## src/rtl/spart_rx_if.sv

```systemverilog
// Bus-side signals of the SPART receiver: register select in, receive data and
// status flags out.
interface spart_rx_if;
  logic       iocs;
  logic       iorw;
  logic [1:0] ioaddr;
  logic [7:0] rx2bus;
  logic       rda;
  logic       ferr;
  logic       oerr;

  modport master (
    output iocs, iorw, ioaddr,
    input  rx2bus, rda, ferr, oerr
  );

  modport slave (
    input  iocs, iorw, ioaddr,
    output rx2bus, rda, ferr, oerr
  );
endinterface

```

## src/rtl/spart_rx.sv

```systemverilog
// SPART serial receiver: synchronizes rxd, finds the start bit with a
// RATE-enable oversampling counter, samples 8N1 characters at bit centres and
// presents the byte with data-available, framing and overrun flags.
module spart_rx #(
  parameter int OVERSAMPLE = 16
) (
  input  logic       clk,
  input  logic       rst,
  input  logic       rate_en,
  input  logic       rxd,
  spart_rx_if.slave  bus
);

  localparam int SW = $clog2(OVERSAMPLE);
  localparam logic [SW-1:0] SMP_HALF_M1 = SW'(OVERSAMPLE / 2 - 1);
  localparam logic [SW-1:0] SMP_FULL_M1 = SW'(OVERSAMPLE - 1);
  localparam logic [SW-1:0] SMP_ONE     = SW'(1);
  localparam logic [SW-1:0] SMP_ZERO    = SW'(0);

  typedef enum logic [1:0] {
    IDLE  = 2'd0,
    START = 2'd1,
    DATA  = 2'd2,
    STOP  = 2'd3
  } state_t;

  state_t        state_r, state_nxt_s;
  logic          rx_meta_r, rxs_r;
  logic [SW-1:0] smp_cnt_r, smp_cnt_nxt_s;
  logic [2:0]    bit_cnt_r, bit_cnt_nxt_s;
  logic [7:0]    shift_r, shift_nxt_s;
  logic [7:0]    rx2bus_r, rx2bus_nxt_s;
  logic          rda_r, rda_nxt_s;
  logic          ferr_r, ferr_nxt_s;
  logic          oerr_r, oerr_nxt_s;
  logic          rd_s;

  // A read of the data register acknowledges the byte and the overrun flag.
  assign rd_s = bus.iocs & bus.iorw & (bus.ioaddr == 2'b00);

  assign bus.rx2bus = rx2bus_r;
  assign bus.rda    = rda_r;
  assign bus.ferr   = ferr_r;
  assign bus.oerr   = oerr_r;

  // Two-flop synchronizer for the asynchronous line; idles high out of reset.
  always_ff @(posedge clk or negedge rst) begin
    if (!rst) begin
      rx_meta_r <= 1'b1;
      rxs_r     <= 1'b1;
    end else begin
      rx_meta_r <= rxd;
      rxs_r     <= rx_meta_r;
    end
  end

  // State, counters, shifter and bus-visible registers.
  always_ff @(posedge clk or negedge rst) begin
    if (!rst) begin
      state_r   <= IDLE;
      smp_cnt_r <= SMP_ZERO;
      bit_cnt_r <= 3'd0;
      shift_r   <= 8'h00;
      rx2bus_r  <= 8'h00;
      rda_r     <= 1'b0;
      ferr_r    <= 1'b0;
      oerr_r    <= 1'b0;
    end else begin
      state_r   <= state_nxt_s;
      smp_cnt_r <= smp_cnt_nxt_s;
      bit_cnt_r <= bit_cnt_nxt_s;
      shift_r   <= shift_nxt_s;
      rx2bus_r  <= rx2bus_nxt_s;
      rda_r     <= rda_nxt_s;
      ferr_r    <= ferr_nxt_s;
      oerr_r    <= oerr_nxt_s;
    end
  end

  // Next-state and datapath: everything advances on rate_en only; a frame
  // completion overrides a same-cycle bus read.
  always_comb begin
    state_nxt_s   = state_r;
    smp_cnt_nxt_s = smp_cnt_r;
    bit_cnt_nxt_s = bit_cnt_r;
    shift_nxt_s   = shift_r;
    rx2bus_nxt_s  = rx2bus_r;
    rda_nxt_s     = rda_r & ~rd_s;
    ferr_nxt_s    = ferr_r;
    oerr_nxt_s    = oerr_r & ~rd_s;
    if (rate_en) begin
      case (state_r)
        IDLE: begin
          if (!rxs_r) begin
            state_nxt_s   = START;
            smp_cnt_nxt_s = SMP_ZERO;
          end else begin
            state_nxt_s = IDLE;
          end
        end
        START: begin
          smp_cnt_nxt_s = smp_cnt_r + SMP_ONE;
          if (smp_cnt_r == SMP_HALF_M1) begin
            if (!rxs_r) begin
              state_nxt_s   = DATA;
              smp_cnt_nxt_s = SMP_ZERO;
              bit_cnt_nxt_s = 3'd0;
            end else begin
              state_nxt_s = IDLE;
            end
          end else begin
            state_nxt_s = START;
          end
        end
        DATA: begin
          smp_cnt_nxt_s = smp_cnt_r + SMP_ONE;
          if (smp_cnt_r == SMP_FULL_M1) begin
            shift_nxt_s   = {rxs_r, shift_r[7:1]};
            smp_cnt_nxt_s = SMP_ZERO;
            if (bit_cnt_r == 3'd7) begin
              state_nxt_s = STOP;
            end else begin
              bit_cnt_nxt_s = bit_cnt_r + 3'd1;
            end
          end else begin
            state_nxt_s = DATA;
          end
        end
        STOP: begin
          smp_cnt_nxt_s = smp_cnt_r + SMP_ONE;
          if (smp_cnt_r == SMP_FULL_M1) begin
            rx2bus_nxt_s  = shift_r;
            rda_nxt_s     = 1'b1;
            ferr_nxt_s    = ~rxs_r;
            oerr_nxt_s    = rd_s ? oerr_r : (oerr_r | rda_r);
            state_nxt_s   = IDLE;
            smp_cnt_nxt_s = SMP_ZERO;
          end else begin
            state_nxt_s = STOP;
          end
        end
        default: begin
          state_nxt_s   = IDLE;
          smp_cnt_nxt_s = SMP_ZERO;
        end
      endcase
    end else begin
      state_nxt_s = state_r;
    end
  end

endmodule

```

## src/flat_wrapper.sv

```systemverilog
// flat-port wrapper written by rule: the top's interface ports become plain ports
module spart_rx_flat 
#(
  parameter int OVERSAMPLE = 16
)
  (clk, rst, rate_en, rxd, bus_iocs, bus_iorw, bus_ioaddr, bus_rx2bus, bus_rda, bus_ferr, bus_oerr);
  spart_rx_if bus_i ();
  input  logic clk;
  input  logic rst;
  input  logic rate_en;
  input  logic rxd;
  input wire logic [$bits(bus_i.iocs)-1:0] bus_iocs;
  input wire logic [$bits(bus_i.iorw)-1:0] bus_iorw;
  input wire logic [$bits(bus_i.ioaddr)-1:0] bus_ioaddr;
  output wire logic [$bits(bus_i.rx2bus)-1:0] bus_rx2bus;
  output wire logic [$bits(bus_i.rda)-1:0] bus_rda;
  output wire logic [$bits(bus_i.ferr)-1:0] bus_ferr;
  output wire logic [$bits(bus_i.oerr)-1:0] bus_oerr;
  assign bus_i.iocs = bus_iocs;
  assign bus_i.iorw = bus_iorw;
  assign bus_i.ioaddr = bus_ioaddr;
  assign bus_rx2bus = bus_i.rx2bus;
  assign bus_rda = bus_i.rda;
  assign bus_ferr = bus_i.ferr;
  assign bus_oerr = bus_i.oerr;
  spart_rx #(.OVERSAMPLE(OVERSAMPLE)) u_core (.clk(clk), .rst(rst), .rate_en(rate_en), .rxd(rxd), .bus(bus_i));
endmodule
```

## config.mk

```make
export PLATFORM = sky130hd
export DESIGN_NAME = spart_rx_flat
export DESIGN_NICKNAME = d
export VERILOG_FILES = /design/src/rtl/spart_rx_if.sv /design/src/rtl/spart_rx.sv /design/src/flat_wrapper.sv
export SDC_FILE = /design/constraint.sdc
export NUM_CORES = 1
export LEC_CHECK = 0
export ABC_AREA = 0
export CORE_AREA = 2 2 63 89
export DETAILED_ROUTE_END_ITERATION = 16
export DIE_AREA = 0 0 65 91
export SLEW_MARGIN = 20
export SYNTH_ARGS = -nofsm -noshare
export SYNTH_HDL_FRONTEND = slang
export SYNTH_SLANG_ARGS = --single-unit
export TNS_END_PERCENT = 1
```

## constraint.sdc

```tcl
create_clock -name clk -period 2.14 [get_ports clk]
set_input_delay 0.428 -clock clk [delete_from_list [all_inputs] [get_ports clk]]
set_output_delay 0.428 -clock clk [all_outputs]
set_load 0.02 [all_outputs]
```

; ---- Yosys cells after proc, flatten, opt, wreduce, memory -nomap -nowiden
; Index checks and enable logic that the tools add are counted.
[word_totals]
word_cells = 65
input_bits = 8
regBits = 30
[op_classes]
eq_ne = 13
add_sub_neg = 2
bitwise_logic = 7
n_reduce_logical = 9
n_mux = 24
[op_table]
columns = op, n
row1 = 4-bit 2-to-1 mux, 4
row2 = 3-bit 2-to-1 mux, 4
row3 = 4-bit one-hot mux with 3 select lines, 1
row4 = 2-bit 2-to-1 mux, 5
row5 = 1-bit 2-to-1 mux, 8
row6 = 2-bit one-hot mux with 4 select lines, 1
row7 = 2-bit != test (second input constant), 3
row8 = 3-bit one-hot mux with 2 select lines, 1
row9 = 3-bit AND reduction, 2
row10 = 6-bit AND reduction, 1
row11 = 4-bit by 1-bit adder with 4-bit output (second input constant), 1
row12 = 1-bit AND, 4
row13 = 2-bit equality test (second input constant), 2
row14 = 4-bit by 3-bit equality test with 1-bit output (second input constant), 1
row15 = 4-bit equality test (second input constant), 1
row16 = 2-bit zero test, 2
row17 = 2-bit by 1-bit != test with 1-bit output (second input constant), 2
row18 = 4-bit != test (second input constant), 1
row19 = 2-bit AND reduction, 2
row20 = 3-bit by 1-bit adder with 3-bit output (second input constant), 1
row21 = 3-bit equality test (second input constant), 1
row22 = 3-bit != test (second input constant), 1
row23 = 2-bit by 1-bit equality test with 1-bit output (second input constant), 1
row24 = 1-bit inverter, 2
row25 = 3 further kinds, 3

; ---- Logic depth before layout (Yosys ltp)
; Gate-level depths: netlist (run 1).
[depth]
depth_word = 7
mapped_depth = 7
depth_no_buf = 6

; ---- Least setup slack after synthesis (run 1)
; No wires, ideal clock.
[synth_path]
path_type = register to register
from = reg u_core.bit_cnt_r[0]
to = reg u_core.state_r[0]
slack_ns = 0.538
t_required_ns = 2.002
arrival_ns = 1.464
n_path_buf = 0
path_stages_with_launch = 6
period_less_slack_ns = 1.602
cell_sequence = dfrtp_1 -> ha_1 -> ha_1 -> nand4b_1 -> o21ai_0 -> o21ai_0
[synth_between]
elab_chain_cells = 3
[synth_rtl]
columns = element, line_no
row1 = "start, declared", spart_rx.sv:30  ; logic [2:0] bit_cnt_r, bit_cnt_nxt_s;
row2 = "start signal, assigned", spart_rx.sv:71  ; bit_cnt_r <= bit_cnt_nxt_s;
row3 = 3-bit equality test, spart_rx.sv:120  ; if (bit_cnt_r == 3'd7) begin
row4 = 3-bit != test (no line), --
row5 = 2-bit AND reduction (no line), --
row6 = "end signal, assigned", spart_rx.sv:69  ; state_r <= state_nxt_s;
row7 = "end, declared", spart_rx.sv:27  ; state_t state_r, state_nxt_s;
; No other way between the ends.
; A chain may end at the register's enable or synchronous reset.

; ---- Worst setup path after layout (run 1)
[layout_path]
from = reg u_core.state_r[0]
to = reg u_core.state_r[0]
[layout_between]
elab_chain_cells = 3
elab_cells_between_ends = 7
cone_classes = eq/ne: 4 / mux: 1 / reduce/logical: 2
[layout_rtl]
columns = element, line_no
row1 = 2-bit equality test, spart_rx.sv:92  ; case (state_r)
row2 = 3-bit != test (no line), --
row3 = 2-bit AND reduction (no line), --
; Parallel ways exist; a longest one is shown, timed or not.

==> results.sh, run 1 <==
export IMPL_cp_num_buf_inv=2
export IMPL_clockRootBuffer="clkbuf_8"
export IMPL_fmax_mhz=579
export IMPL_drcViolationCount=0
export IMPL_hold_buffers=0
export IMPL_antenna_cells=0
export IMPL_synth_seq_area_share_pct=50.6
export IMPL_drtAntennaViolNets=0
export IMPL_wire_per_inst_um=12.3
export IMPL_drive_above_1_share_pct=23.0
export IMPL_clk_latency_ns=0.28
export IMPL_antenna_found_initial=0
export IMPL_core_um2=5080
export IMPL_worstPathRequired_ns=2.28
export IMPL_startpoint_type="flop"
export IMPL_cp_cell_sequence="inv_1 > ha_1 > inv_1 > o21ai_0 > o21ai_0"
export IMPL_relSlewSlack_pct=68.8
export IMPL_synth_cell_types=34
export IMPL_tightest_slew_ns=0.463
export IMPL_die_w_um=65
export IMPL_grt_setup_unrepaired="no"
export IMPL_clockBufferDepth=2
export IMPL_clock_skew_ns=0.00847
export IMPL_grt_use_total_pct=9.61
export IMPL_cp_max_fo=9
export IMPL_final_common_cell="dfrtp_1"
export IMPL_place_hpwl_mm=1.96
export IMPL_layout_nets=163
export IMPL_leakage_uw=0.000834
export IMPL_gr_total_overflow=0
export IMPL_fp_dieH_um=91
export IMPL_period_minus_slack_ns=1.73
export IMPL_path_depth=5
export IMPL_crit_type="reg -> reg"
export IMPL_cts_tree="yes"
export IMPL_fin_crit_sh_pct=80.6
export IMPL_rows=31
export IMPL_h_tree_depth=2
export IMPL_r2r_slack_ns=0.41
export IMPL_gp_congestion=0.775
export IMPL_grt_max_degree=31
export IMPL_r2r_end="u_core.state_r[0]$_DFFE_PN0P_"
export IMPL_synth_nets=139
export IMPL_end_kind="flop"
export IMPL_post_cts_setup_buffer_count=0
export IMPL_cp_slowest_stage_delay_ns=0.41
export IMPL_synthToLayoutAreaGrowth_pct=23.7
export IMPL_grt_pass1_wl_mm=4.31
export IMPL_final_hold_viol_count=0
export IMPL_via_per_inst=4.85
export IMPL_numPortBuffers=18
export IMPL_critical_path_startpoint="u_core.state_r[0]$_DFFE_PN0P_"
export IMPL_yosys_warnings=0
export IMPL_cts_made_buffers=5
export IMPL_hp_class="reg -> reg"
export IMPL_synth_cells=123
export IMPL_powerDensity_nw_per_um2=647
export IMPL_ys_seq_elements=30
export IMPL_cp_top_family="compound AO/OA/AOI/OAI gates"
export IMPL_maxCapViolCount=0
export IMPL_drt_iter0_markers=46
export IMPL_cp_arrival_ns=1.87
export IMPL_start_util_pct=29.3
export IMPL_final_cell_mix="dfrtp_1 (28), clkdlybuf4s50_1 (18), nand2_1 (15)"
export IMPL_avgSynthCellArea_um2=12.1
export IMPL_dr_pass1_iters=4
export IMPL_ir_worst_vdd_uv=213
export IMPL_wirelength_mm=2.63
export IMPL_grt_pass1_vias=964
export IMPL_via_count=1038
export IMPL_synth_cell_area_um2=1490
export IMPL_setup_worst_path_end="u_core.state_r[0]$_DFFE_PN0P_"
export IMPL_slew_violations=0
export IMPL_pin_count=19
export IMPL_clock_sinks=30
export IMPL_setup_tns_ns=0
export IMPL_setup_viol=0
export IMPL_cts_reportedPaths_clkPinSlew_ns=0.07
export IMPL_crit_slowest_cell="dfrtp_1"
export IMPL_fin_hold_ws_ns=0.358
export IMPL_floorplan_die_area_um2=5920
export IMPL_rr_worst_depth=5
export IMPL_rr_startpoint="u_core.state_r[0]$_DFFE_PN0P_"
export IMPL_status="finished, final reports clean"
export IMPL_post_cts_resized=0
[sequential cells by signal, indices dropped and copies added (netlist names)]
name / cells
u_core.shift_r: 8
u_core.bus.rx2bus: 8
u_core.rx_meta_r: 1
u_core.rxs_r: 1
u_core.bus.rda: 1
u_core.bus.oerr: 1
u_core.smp_cnt_r: 4
u_core.bit_cnt_r: 3
u_core.bus.ferr: 1
u_core.state_r: 2
[worst reg2reg max path, cell delays in order, from the launching register on]
cell and delay [ns]:
dfrtp_1 0.41, inv_1 0.11, ha_1 0.38, inv_1 0.10, o21ai_0 0.41, o21ai_0 0.17
[cells in the mapped netlist, drive strengths merged]
library cell	instances	area (um^2)
buf	1	11.3
nor2	4	15.0
o2bb2ai	1	8.76
a221oi	1	8.76
and4bb	1	16.3
o311ai	1	8.76
nor3	2	10.0
or2b	1	7.51
o21bai	1	7.51
dfrtp	28	701
and2	1	6.26
a22o	2	17.5
and3	1	11.3
nand4b	2	17.5
nand3b	1	7.51
inv	7	26.3
a21oi	2	10.0
ha	8	100
o211ai	2	28.8
o32ai	1	16.3
o31ai	5	37.5
a31oi	1	6.26
nand3	8	57.6
mux2	16	203
dfstp	2	52.6
o21ai	6	30.0
clkbuf	2	8.75
nand2	15	56.3
[per-stage QoR]
stage,cell area (um^2),total power (uW),cells,utilization [%],worst slack (ns)
4_1_cts,1840,1200,214,36.2,0.439
6_report,1840,1190,214,36.2,0.414
2_1_floorplan,1490,681,123,-,0.538
3_3_place_gp,1750,724,206,34.4,0.285
3_5_place_dp,1750,731,206,34.4,0.248
5_1_grt,1840,1250,214,36.2,0.252
[metal layers]
layer  routed length, um  vias up  global-route usage, %
li1                    -      495                      -
met1                1040      501                   10.4
met2                1370       36                   16.3
met3                 157        6                   2.97
met4                  68        0                   5.32
met5                   0        -                      0
[logic make-up after synthesis]
logic type / Yosys count / share of synthesized area [%]
and+or+nand+nor: 36 / 13.8
adders and majority gates: 8 / 6.73
DFF: 30 / 50.6
buffers and inverters: 10 / 3.11
muxes: 16 / 13.6
AOI/OAI and AO/OA: 23 / 12.1
[power breakdown]
part           switching (uW)  internal (uW)  leakage, uW
clock network             212            258    0.0000472
registers                13.4            581     0.000410
logic                    76.2           50.1     0.000377
total                     302            889     0.000834
[worst min-delay path by stage]
stage,from,to,slack [ns],cells past startpoint
4_1_cts,u_core.rx_meta_r$_DFF_PN1_,u_core.rxs_r$_DFF_PN1_,0.36,0
6_report,u_core.rx_meta_r$_DFF_PN1_,u_core.rxs_r$_DFF_PN1_,0.36,0
3_5_place_dp,u_core.rx_meta_r$_DFF_PN1_,u_core.rxs_r$_DFF_PN1_,0.35,0
5_1_grt,u_core.rx_meta_r$_DFF_PN1_,u_core.rxs_r$_DFF_PN1_,0.37,0
3_3_place_gp,u_core.rx_meta_r$_DFF_PN1_,u_core.rxs_r$_DFF_PN1_,0.35,0
2_1_floorplan,rst,u_core.bit_cnt_r[0]$_DFFE_PN0P_,0.13,0
[cell type report]
cell class | count | area (um^2)
clock buffer | 6 | 82.6
tap | 66 | 82.6
timing repair buffer | 20 | 195
multi-input combinational | 83 | 688
clock inverter | 2 | 12.5
fill | 482 | 3240
inverter | 7 | 26.3
sequential | 30 | 753
Power figures use the tool's default switching activity.
==> run 2: changes to the inputs <==
Clock period 2.14 ns to 1.6 ns, I/O delays scaled along.
==> run 2 against run 1 <==
Against the previous run: flip-flop and latch count stayed put; global-route usage is 1.5 points higher; clock power is 61% higher; largest power group unchanged; final cell count is 4.2% higher.
==> results.sh, run 2 (synthesis gave the netlist of run 1 again) <==
export IMPL_numPortBuffers=18
export IMPL_startpoint_type="flop"
export IMPL_final_cells=223
export IMPL_cts_reportedPaths_clkPinSlew_ns=0.07
export IMPL_gr_total_overflow=0
export IMPL_ir_worst_vdd_uv=267
export IMPL_cp_max_fo=3
export IMPL_cts_made_buffers=5
export IMPL_grt_max_degree=31
export IMPL_crit_type="reg -> reg"
export IMPL_floorplan_die_area_um2=5920
export IMPL_core_um2=5080
export IMPL_pin_count=19
export IMPL_antenna_found_initial=0
export IMPL_layout_nets=172
export IMPL_drtAntennaViolNets=0
export IMPL_placed_cell_area_um2=1820
export IMPL_worstPathRequired_ns=1.78
export IMPL_fp_dieH_um=91
export IMPL_die_w_um=65
export IMPL_rr_worst_depth=7
export IMPL_min_path_cells=0
export IMPL_wl_met3_um=130
export IMPL_clock_sinks=30
export IMPL_drcViolationCount=0
export IMPL_critical_path_startpoint="u_core.bit_cnt_r[1]$_DFFE_PN0P_"
export IMPL_hold_start="u_core.rx_meta_r$_DFF_PN1_"
export IMPL_period_minus_slack_ns=1.59
export IMPL_clk_latency_ns=0.29
export IMPL_clockBufferDepth=2
export IMPL_wire_per_inst_um=13.7
export IMPL_rr_startpoint="u_core.bit_cnt_r[1]$_DFFE_PN0P_"
export IMPL_relSlewSlack_pct=79.5
export IMPL_wl_met1_mm=1.21
export IMPL_holdPathEnd="u_core.rxs_r$_DFF_PN1_"
export IMPL_dr_pass1_iters=4
export IMPL_cp_arrival_ns=1.78
export IMPL_h_tree_depth=2
export IMPL_final_hold_viol_count=0
export IMPL_synthToLayoutAreaGrowth_pct=37.0
export IMPL_drt_iter0_markers=42
export IMPL_hold_buffers=0
export IMPL_powerDensity_nw_per_um2=874
export IMPL_clock_skew_ns=0.0112
export IMPL_via_count=1064
export IMPL_final_common_cell="dfrtp_1"
export IMPL_hp_class="reg -> reg"
export IMPL_maxCapViolCount=0
export IMPL_grt_setup_unrepaired="yes"
export IMPL_leakage_uw=0.000954
export IMPL_via_per_inst=4.77
export IMPL_status="finished, final reports clean"
export IMPL_tightest_slew_ns=0.308
export IMPL_drive_above_1_share_pct=35.7
export IMPL_grt_use_total_pct=11.1
export IMPL_top_layer="met4"
export IMPL_fin_crit_sh_pct=99.5
export IMPL_clockRootBuffer="clkbuf_8"
export IMPL_place_hpwl_mm=2.10
export IMPL_antenna_cells=0
export IMPL_stdcell_area_um2=2040
export IMPL_final_cell_mix="dfrtp_1 (28), clkdlybuf4s50_1 (15), nand2_1 (13)"
export IMPL_wl_met2_mm=1.62
export IMPL_wirelength_mm=3.05
export IMPL_r2r_slack_ns=0.008
export IMPL_r2r_end="u_core.bit_cnt_r[1]$_DFFE_PN0P_"
export IMPL_fmax_mhz=628
export IMPL_grt_pass1_vias=1116
export IMPL_grt_pass1_wl_mm=5.10
export IMPL_gp_congestion=0.793
export IMPL_fin_hold_ws_ns=0.358
export IMPL_start_util_pct=29.3
export IMPL_cts_tree="yes"
export IMPL_end_kind="flop"
export IMPL_rows=31
export IMPL_dp_cells=212
export IMPL_slew_violations=0
export IMPL_setup_viol=0
run 2: timing repair:
action                                  in CTS  in global routing
buffers inserted                             2                  1
endpoints found under the setup margin       7                 29
pin swaps                                    0                  5
gates cloned                                 0                  0
gates resized for setup                      4                 19
run 2: final cells by class:
cell class / instances / area [um^2]
Fill cell: 477 / 3040
Sequential cell: 30 / 753
Timing Repair Buffer: 29 / 299
Tap cell: 66 / 82.6
Clock inverter: 3 / 40.0
Clock buffer: 5 / 68.8
Inverter: 7 / 26.3
Multi-Input combinational cell: 83 / 768
run 2: layer usage:
metal	global-route usage (%)	up-vias
met5	0	-
met3	3.22	10
met1	12.2	522
li1	-	507
met4	6.03	0
met2	18.9	25
run 2: through the flow:
stage / TNS, ns / total power, uW / setup WS [ns] / utilization (%)
after floorplan: 0 / 911 / 0.0660 / -
after global placement: -0.184 / 1000 / -0.0156 / 35.7
after detailed placement: -0.743 / 1010 / -0.0824 / 35.7
after CTS: -0.00134 / 1780 / -0.00134 / 38.6
after global routing: -0.304 / 1850 / -0.0701 / 40.1
final: 0 / 1780 / 0.00808 / 40.1
run 2: report_power, final:
part | switching (uW) | internal [uW] | total [uW]
combinational | 126 | 104 | 230
clock | 300 | 458 | 758
sequential | 15.4 | 777 | 793
total | 442 | 1340 | 1780
run 2: critical path, cell delays in order (launching register included):
cell and delay (ns):
dfrtp_1 0.42, ha_2 0.20, ha_2 0.15, nand4b_1 0.20
buf_4 0.19, nand2_2 0.08, o31ai_4 0.07, a22o_1 0.17
run 2: worst max path at each step:
stage	to	slack, ns	cells after the start
4_1_cts	u_core.bit_cnt_r[2]$_DFFE_PN0P_	-0.001	6
3_3_place_gp	u_core.shift_r[1]$_DFFE_PN0P_	-0.02	4
2_1_floorplan	u_core.bus.rx2bus[2]$_DFFE_PN0P_	0.07	5
5_1_grt	u_core.bit_cnt_r[2]$_DFFE_PN0P_	-0.07	7
3_5_place_dp	u_core.state_r[0]$_DFFE_PN0P_	-0.08	5
6_report	u_core.bit_cnt_r[1]$_DFFE_PN0P_	0.008	7
